===== src/rtl/ham_accum_pkg.sv =====
// Shared definitions for the popcount accumulator and its producers.
package ham_accum_pkg;

  // Default widths shared by the Hamming-weight producer and the register interface.
  localparam int CNT_W_DEF = 6;
  localparam int LEN_W_DEF = 8;

  // Largest legal population count of a 32-bit word.
  localparam int HAM_MAX = 32;

  typedef enum logic [1:0] {
    ST_IDLE  = 2'd0,
    ST_ACCUM = 2'd1,
    ST_DONE  = 2'd2
  } state_t;

endpackage


===== src/rtl/ham_len_counter.sv =====
// Loadable down-counter holding the number of words still expected in a job.
module ham_len_counter
  import ham_accum_pkg::*;
#(
  parameter int LEN_W = LEN_W_DEF
) (
  input  logic             clk,
  input  logic             rst,
  input  logic             i_load,
  input  logic [LEN_W-1:0] i_len,
  input  logic             i_dec,
  output logic             o_last
);

  logic [LEN_W-1:0] r_rem;

  // Load the job length on an honoured start, count down once per accepted beat.
  always_ff @(posedge clk) begin
    // NOTE: registers use non-blocking assignments so every flop samples pre-edge values.
    if (rst) begin
      r_rem <= '0;
    end else if (i_load) begin
      r_rem <= i_len;
    end else if (i_dec) begin
      r_rem <= r_rem - LEN_W'(1);
    end
  end

  // The beat accepted while one word remains completes the job.
  assign o_last = (r_rem == LEN_W'(1));

endmodule


===== src/rtl/ham_accum.sv =====
// Sequential popcount accumulator: sums a programmed number of per-word counts
// received over valid/ready, then reports the total with a one-cycle done pulse.
module ham_accum
  import ham_accum_pkg::*;
#(
  parameter int CNT_W = CNT_W_DEF,
  parameter int LEN_W = LEN_W_DEF,
  parameter int SUM_W = CNT_W + LEN_W
) (
  input  logic             clk,
  input  logic             rst,
  input  logic             start,
  input  logic [LEN_W-1:0] len,
  input  logic             abort,
  input  logic             in_valid,
  output logic             in_ready,
  input  logic [CNT_W-1:0] in_cnt,
  output logic             busy,
  output logic             done,
  output logic [SUM_W-1:0] sum_out,
  output logic             err
);

  localparam logic [CNT_W-1:0] MAX_CNT = CNT_W'(HAM_MAX);

  state_t           r_state;
  state_t           w_state_nxt;
  logic [SUM_W-1:0] r_acc;
  logic             r_err;
  logic             w_start_ok;
  logic             w_len_zero;
  logic             w_fire;
  logic             w_last;

  assign w_start_ok = (r_state == ST_IDLE) && start;
  assign w_len_zero = (len == '0);
  assign w_fire     = in_valid && in_ready;

  ham_len_counter #(
    .LEN_W (LEN_W)
  ) u_len_counter (
    .clk    (clk),
    .rst    (rst),
    .i_load (w_start_ok),
    .i_len  (len),
    .i_dec  (w_fire),
    .o_last (w_last)
  );

  // State register.
  always_ff @(posedge clk) begin
    if (rst) begin
      r_state <= ST_IDLE;
    end else begin
      r_state <= w_state_nxt;
    end
  end

  // Next-state logic; abort wins over a beat because it also drops in_ready.
  always_comb begin
    // NOTE: default first so no path through the block leaves a latch behind.
    w_state_nxt = r_state;
    unique case (r_state)
      ST_IDLE: begin
        if (start) begin
          w_state_nxt = w_len_zero ? ST_DONE : ST_ACCUM;
        end
      end
      ST_ACCUM: begin
        if (abort) begin
          w_state_nxt = ST_IDLE;
        end else if (w_fire && w_last) begin
          w_state_nxt = ST_DONE;
        end
      end
      ST_DONE:  w_state_nxt = ST_IDLE;
      default:  w_state_nxt = ST_IDLE;
    endcase
  end

  // Output decode from the current state.
  always_comb begin
    in_ready = 1'b0;
    busy     = 1'b0;
    done     = 1'b0;
    unique case (r_state)
      ST_ACCUM: begin
        in_ready = !abort;
        busy     = 1'b1;
      end
      ST_DONE: begin
        busy = 1'b1;
        done = 1'b1;
      end
      default: ;
    endcase
  end

  // Accumulator and sticky range error; the sum register is the output, so it
  // stays put after done or abort until the next honoured start.
  always_ff @(posedge clk) begin
    if (rst) begin
      r_acc <= '0;
      r_err <= 1'b0;
    end else if (w_start_ok) begin
      r_acc <= '0;
      r_err <= 1'b0;
    end else if (w_fire) begin
      r_acc <= r_acc + SUM_W'(in_cnt);
      if (in_cnt > MAX_CNT) begin
        r_err <= 1'b1;
      end
    end
  end

  assign sum_out = r_acc;
  assign err     = r_err;

endmodule


===== config.mk =====
export PLATFORM = sky130hd
export DESIGN_NAME = ham_accum
export DESIGN_NICKNAME = d
export VERILOG_FILES = /design/src/rtl/ham_accum_pkg.sv /design/src/rtl/ham_len_counter.sv /design/src/rtl/ham_accum.sv
export SDC_FILE = /design/constraint.sdc
export NUM_CORES = 1
export LEC_CHECK = 0
export ABC_AREA = 1
export CORE_ASPECT_RATIO = 0.7
export CORE_UTILIZATION = 55
export DETAILED_ROUTE_END_ITERATION = 7
export PLACE_DENSITY = 0.86
export SYNTH_ARGS = -nofsm -noshare
export SYNTH_HDL_FRONTEND = slang
export SYNTH_SLANG_ARGS = --single-unit

===== constraint.sdc =====
create_clock -name clk -period 3.7 [get_ports clk]
set_input_delay 1.11 -clock clk [delete_from_list [all_inputs] [get_ports clk]]
set_output_delay 1.11 -clock clk [all_outputs]
set_load 0.02 [all_outputs]

==> metrics.md, run 1 <==
| Metric | Value |
|---|---|
| R2r endpoint | sum_out[8]$_SDFFE_PP0P_ |
| H-tree Lvls | 1 |
| Hpwl dp | 2890 um |
| GP Congestion | 0.860 |
| Fin crit period | 3.46 ns |
| DR vias | 1731 |
| Site Rows | 16 |
| Placed insts | 327 |
| Yosys warnings | 0 |
| Filler cells | 249 |
| # DRC | 0 |
| Insertion delay to the later sink of the worst-skew pair | 0.27 ns |
| Slowest stage delay, CP | 0.60 ns |
| Bufs on Longest Clock Path | 2 |
| Max_cap viols | 0 |
| Peak VDD IR | 0.000218 V |
| Final instance area | 2140 sq um |
| RSZ-0062 raised after global routing | no |
| Count of different cell masters after synthesis | 32 |
| Total GRT Usage | 24.1% |
| Final period utilization | 93.4% |
| Slew of the pin with the lowest slew margin | 0.531 ns |
| Core Area | 2880 sq um |
| TritonCTS Sinks | 25 |
| Leakage power total | 0.942 nW |
| Metal3 WL | 238 um |
| Final hold viol count | 0 |
| Mapped cell area | 1720 sq um |
| Width of the die | 68.9 um |
| Clock skew | 0.00357 ns |
| Post-CTS Hold Fix Bufs | 0 |
| Syn_nets | 290 |
| Hold Crit Depth | 2 |
| Initial DRC count | 118 |
| CTS tree | built |
| Largest net degree at the start of global routing | 24 |
| I/O pin cnt | 37 |
| CP Class | primary input to output port |
| Grt ovf | 0 |
| Area of the multi-input gates | 1040 sq um |
| Via density | 5.23 |
| Worst hold path type | register to register |
| Die Height | 48.8 um |
| FF+latch area | 500 sq um |
| Seq/Total Area, Yosys | 29.0% |
| DR WL met2 | 1500 um |
| Clock Tree Root | clkbuf_8 |
| Relative slew slack | 64.5% |
| Pwr Density | 293 nW/um^2 |
| Initial antenna violation count | 0 |
| Setup crit start kind | primary input |
| Fin Setup TNS | 0 ns |
| Die area | 3370 sq um |
| First-pass GRT wire length | 6110 um |
| Cts repair resizes | 0 |
| Routed length on met1 | 1950 um |
| # setup viols final | 0 |
| N_diodes | 0 |
| Outcome | finished clean |
| Post-route ant nets | 0 |
| Clock transition at path regs | 0.09 ns |
| Required @ worst endpoint | 2.59 ns |
| CP Capture Type | output port |
| CTS Buf Count | 3 |
| Power, Total | 629 uW |
| Initial Util | 59.8% |
| Post-Layout Cell Count | 331 |
| Most frequent cell on the critical path | clkdlybuf4s50_1 |
| Area after DPL | 2100 sq um |
| Reg-to-reg startpoint | r_state[0]$_SDFFE_PP0P_ |
| Port bufs | 36 |
| DRT Pass-1 Iters | 4 |
| FF-to-FF setup slack | 1.92 ns |
| FF+latch count, synth | 25 |
| WL final | 3700 um |
| CP arrival | 2.35 ns |
| Postcts setup bufs | 0 |
| Top sig layer | met4 |
| Min-delay src | r_state[0]$_SDFFE_PP0P_ |
| Drt wl/cell | 11.2 um |
| Synth Instances | 259 |
| Area grow syn2layout | 24.2% |
| Fmax | 289 MHz |
| Fraction of layout cells with a size suffix above 1 | 8.47% |
| Hold Path End | r_state[0]$_SDFFE_PP0P_ |
| Worst reg2reg path depth | 7 |
| NumNets Final | 327 |
| Worst path cell trace | clkdlybuf4s50_1 -> inv_1 -> nand2_2 -> inv_2 -> clkdlybuf4s50_1 |
| Vias in the first global route | 1373 |
| Avg Cell Area, Syn | 6.66 sq um |
| Crit Path Max Fanout | 3 |
| Fin. max-slew vios | 0 |
| Slowest CP cell | clkdlybuf4s50_1 |
## cell usage after synthesis
| library cell | number | area, sq um |
|---|---|---|
| and2_4 | 1 | 8.76 |
| o21ai_0 | 10 | 50.1 |
| inv_2 | 4 | 15.0 |
| xnor2_1 | 1 | 8.76 |
| a21oi_1 | 21 | 105 |
| o22ai_1 | 2 | 12.5 |
| inv_1 | 37 | 139 |
| nand2_1 | 57 | 214 |
| buf_4 | 1 | 7.51 |
| a31oi_1 | 3 | 18.8 |
| nand2_2 | 3 | 18.8 |
| nand3_2 | 4 | 40.0 |
| nor3_1 | 1 | 5.00 |
| nor2_1 | 30 | 113 |
| or2_1 | 1 | 6.26 |
| clkbuf_1 | 1 | 3.75 |
| nor2_4 | 2 | 22.5 |
| fa_1 | 1 | 20.0 |
| buf_6 | 2 | 22.5 |
| nand2_4 | 1 | 11.3 |
| o21a_1 | 1 | 7.51 |
| xor2_1 | 4 | 35.0 |
| nand3_1 | 22 | 110 |
| o21ai_1 | 3 | 15.0 |
| nor2_2 | 2 | 12.5 |
| nand4_1 | 2 | 12.5 |
| a21oi_2 | 2 | 17.5 |
| or2_2 | 1 | 6.26 |
| o21bai_1 | 2 | 15.0 |
| dfxtp_1 | 25 | 500 |
| nor3b_2 | 1 | 12.5 |
| ha_1 | 11 | 138 |
## metal layers
metal	up-vias	global-route usage [%]
li1	907	-
met3	2	5.61
met1	767	37.7
met5	-	0
met2	55	33.5
met4	0	4.08
## worst max path at each step
stage               startpoint  endpoint  cells after the start
finish                   abort  in_ready                      5
global route             abort  in_ready                      5
CTS                      abort  in_ready                      5
detailed placement       abort  in_ready                      5
global placement         abort  in_ready                      5
floorplan                abort  in_ready                      3
## stage by stage
| step | hold WS (ns) | setup WS (ns) | util, % |
|---|---|---|---|
| global placement | 0.475 | 0.252 | 72.7 |
| finish | 0.492 | 0.244 | 74.3 |
| CTS | 0.494 | 0.244 | 74.3 |
| global route | 0.508 | 0.172 | 74.3 |
| floorplan | 0.447 | 1.23 | - |
| detailed placement | 0.481 | 0.244 | 72.7 |
## area by class of cell
cell class | count | share of cell area [%]
inverters | 41 | 7.18
well taps | 36 | 2.10
flip-flops and latches | 25 | 23.4
clock buffers | 3 | 1.93
clock inverters | 1 | 0.234
multi-input cells | 189 | 48.4
repair buffers | 36 | 16.8
## power by group
group | switching (mW) | internal [mW] | total, mW
Sequential | 0.0113 | 0.282 | 0.293
Clock | 0.0915 | 0.0755 | 0.167
Combinational | 0.0968 | 0.0715 | 0.168
## cell families after synthesis
kind of cell	share of synthesized area, %
AO/OA/AOI/OAI	14.0
XOR/XNOR	2.54
adder cells (fa/ha/maj)	9.14
buffers and inverters	10.9
flip-flops	29.0
AND/OR/NAND/NOR	34.4
## state kept, by name, indices dropped and copies added, names as in the netlist
register	count
err	1
r_state	2
sum_out	14
u_len_counter.r_rem	8
## critical path: cells and delay by family
kind / cells / cell delay, ns
buf+inv: 4 / 1.14
simple gates: 1 / 0.08
## layout by cell type, fill, tap and decap left out, drive strengths merged, types with 2 or more instances in the layout
cell            n
a21oi          23
a31oi           3
clkbuf          3
clkdlybuf4s50  36
dfxtp          25
ha             11
inv            41
nand2          61
nand3          26
nand4           2
nor2           34
o21ai          13
o21bai          2
o22ai           2
or2             2
xor2            4
Power figures use the tool's default switching activity.
==> run 2, diff against run 1 <==
--- a/config.mk
+++ b/config.mk
@@ -7,6 +7,7 @@
 export LEC_CHECK = 0
 export ABC_AREA = 1
 export CORE_ASPECT_RATIO = 0.7
+export CORE_MARGIN = 2
 export CORE_UTILIZATION = 55
 export DETAILED_ROUTE_END_ITERATION = 7
 export PLACE_DENSITY = 0.86
==> run 2 against run 1 <==
  * Combinational power is essentially flat
  * Clock power hardly changed
  * Via count up 0.52%
  * Critical path type unchanged
  * Critical endpoint unchanged
  * Largest cell class unchanged
==> metrics.md, run 2 (synthesis gave the netlist of run 1 again) <==
| Metric | Value |
|---|---|
| Pwr Density | 294 nW/um^2 |
| CP Class | primary input to output port |
| Relative slew slack | 63.1% |
| Post-route ant nets | 0 |
| DRT Pass-1 Iters | 4 |
| DR vias | 1740 |
| Vias in the first global route | 1423 |
| Min-delay src | u_len_counter.r_rem[1]$_SDFFE_PP0P_ |
| Reg power frac | 46.6% |
| Port bufs | 36 |
| I/O pin cnt | 37 |
| Area grow syn2layout | 24.2% |
| Fin Setup TNS | 0 ns |
| Hold Crit Depth | 2 |
| Hpwl dp | 2990 um |
| WL final | 3980 um |
| First-pass GRT wire length | 6570 um |
| Fraction of layout cells with a size suffix above 1 | 8.14% |
| Final hold viol count | 0 |
| Outcome | finished clean |
| RSZ-0062 raised after global routing | no |
| CP arrival | 2.35 ns |
| Setup crit start | abort |
| Fin. max-slew vios | 0 |
| Grt peak-use layer | met2 |
| Sw Ratio | 31.6% |
| Reg-to-reg startpoint | r_state[0]$_SDFFE_PP0P_ |
| Drt wl/cell | 12.0 um |
| Slew of the pin with the lowest slew margin | 0.553 ns |
| Clock Tree Root | clkbuf_8 |
| Final period utilization | 93.4% |
| Required @ worst endpoint | 2.59 ns |
| Area after DPL | 2100 sq um |
| CP Capture Type | output port |
| Largest net degree at the start of global routing | 24 |
| Cts repair resizes | 0 |
| Worst path cell trace | clkdlybuf4s50_1 -> inv_1 -> nand2_2 -> inv_2 -> clkdlybuf4s50_1 |
| Commonest non-fill, non-tap cell in the layout | nand2_1 |
| # setup viols final | 0 |
| Grt ovf | 0 |
| GP Congestion | 0.819 |
| Max FFs per register | 14 |
| Hold_ws | 0.495 ns |
| N_diodes | 0 |
| Slowest stage delay, CP | 0.60 ns |
| Die area | 3610 sq um |
| Core Area | 2880 sq um |
| Internal power | 431 uW |
| Initial DRC count | 180 |
| Site Rows | 16 |
| Post-CTS Hold Fix Bufs | 0 |
| Fmax | 289 MHz |
| Crit Path Max Fanout | 3 |
| Grt met1 use | 34.5% |
| Most frequent cell on the critical path | clkdlybuf4s50_1 |
| H-tree Lvls | 1 |
| Insertion delay to the later sink of the worst-skew pair | 0.27 ns |
| Max_cap viols | 0 |
| Via density | 5.26 |
| Bufs and invs on worst path | 4 |
| Initial antenna violation count | 0 |
| Initial Util | 59.8% |
| Met2 usage | 34.9% |
| Slowest CP cell | clkdlybuf4s50_1 |
| Top delay family on crit path | buffers and inverters |
| NumNets Final | 327 |
| Setup crit start kind | primary input |
| Worst reg2reg path depth | 7 |
| Bufs on Longest Clock Path | 2 |
| Psw | 199 uW |
| Die Height | 50.8 um |
| TritonCTS Sinks | 25 |
| Final instance area | 2140 sq um |
| Postcts setup bufs | 0 |
| Fin crit period | 3.46 ns |
| Clock transition at path regs | 0.09 ns |
| Peak VDD IR | 0.000266 V |
| Post-Layout Cell Count | 331 |
| Width of the die | 70.9 um |
| Logic gate share of total power | 26.7% |
| Leakage power total | 0.939 nW |
| Hold Path End | u_len_counter.r_rem[1]$_SDFFE_PP0P_ |
| Met3 global-route usage | 5.72% |
| CTS Buf Count | 3 |
| Most frequent cells in the layout | 57 x nand2_1, 37 x inv_1, 36 x clkdlybuf4s50_1 |
| Placed insts | 327 |
| Total GRT Usage | 23.4% |
| CTS tree | built |
| Clock skew | 0.00673 ns |
| # DRC | 0 |
| FF-to-FF setup slack | 1.87 ns |
| R2r endpoint | sum_out[8]$_SDFFE_PP0P_ |
| Worst hold path type | register to register |
| Clock share of power | 26.6% |
==> run 2: layout make-up <==
type,count,area [sq um]
Sequential cell,25,500
Multi-Input combinational cell,189,1040
Fill cell,260,742
Clock buffer,4,45.0
Timing Repair Buffer,36,360
Inverter,41,154
Tap cell,36,45.0
==> run 2: how the worst max path moves through the flow <==
stage	endpoint	slack (ns)	cells after the start
2_1_floorplan	in_ready	1.23	3
5_1_grt	in_ready	0.21	5
3_3_place_gp	in_ready	0.25	5
4_1_cts	in_ready	0.24	5
6_report	in_ready	0.24	5
3_5_place_dp	in_ready	0.24	5
==> run 2: routing by layer <==
metal / share of wire [%] / vias up
li1: - / 904
met1: 49 / 761
met2: 42 / 73
met3: 9.0 / 2
met4: 0.43 / 0
met5: 0 / -
==> run 2: power by group through the flow <==
stage / combinational [mW] / sequential (mW) / clock [mW]
floorplan: 0.114 / 0.299 / 0
global placement: 0.163 / 0.299 / 0
detailed placement: 0.165 / 0.299 / 0
CTS: 0.167 / 0.293 / 0.166
global route: 0.189 / 0.296 / 0.179
finish: 0.168 / 0.294 / 0.168
==> run 2: metrics by stage <==
step	worst slack (ns)	utilization, %	total power [mW]
after floorplan	1.23	-	0.413
after global placement	0.250	72.7	0.462
after detailed placement	0.237	72.7	0.465
after CTS	0.240	74.3	0.626
after global routing	0.205	74.3	0.664
final	0.245	74.3	0.630
==> run 2: worst reg2reg max path: cells and delay by family, from the launching register on <==
| kind | cells | cell delay [ns] |
|---|---|---|
| flops | 1 | 0.37 |
| fa+ha+maj | 1 | 0.24 |
| compound gates | 1 | 0.17 |
| simple gates | 2 | 0.56 |
| buf+inv | 3 | 0.43 |
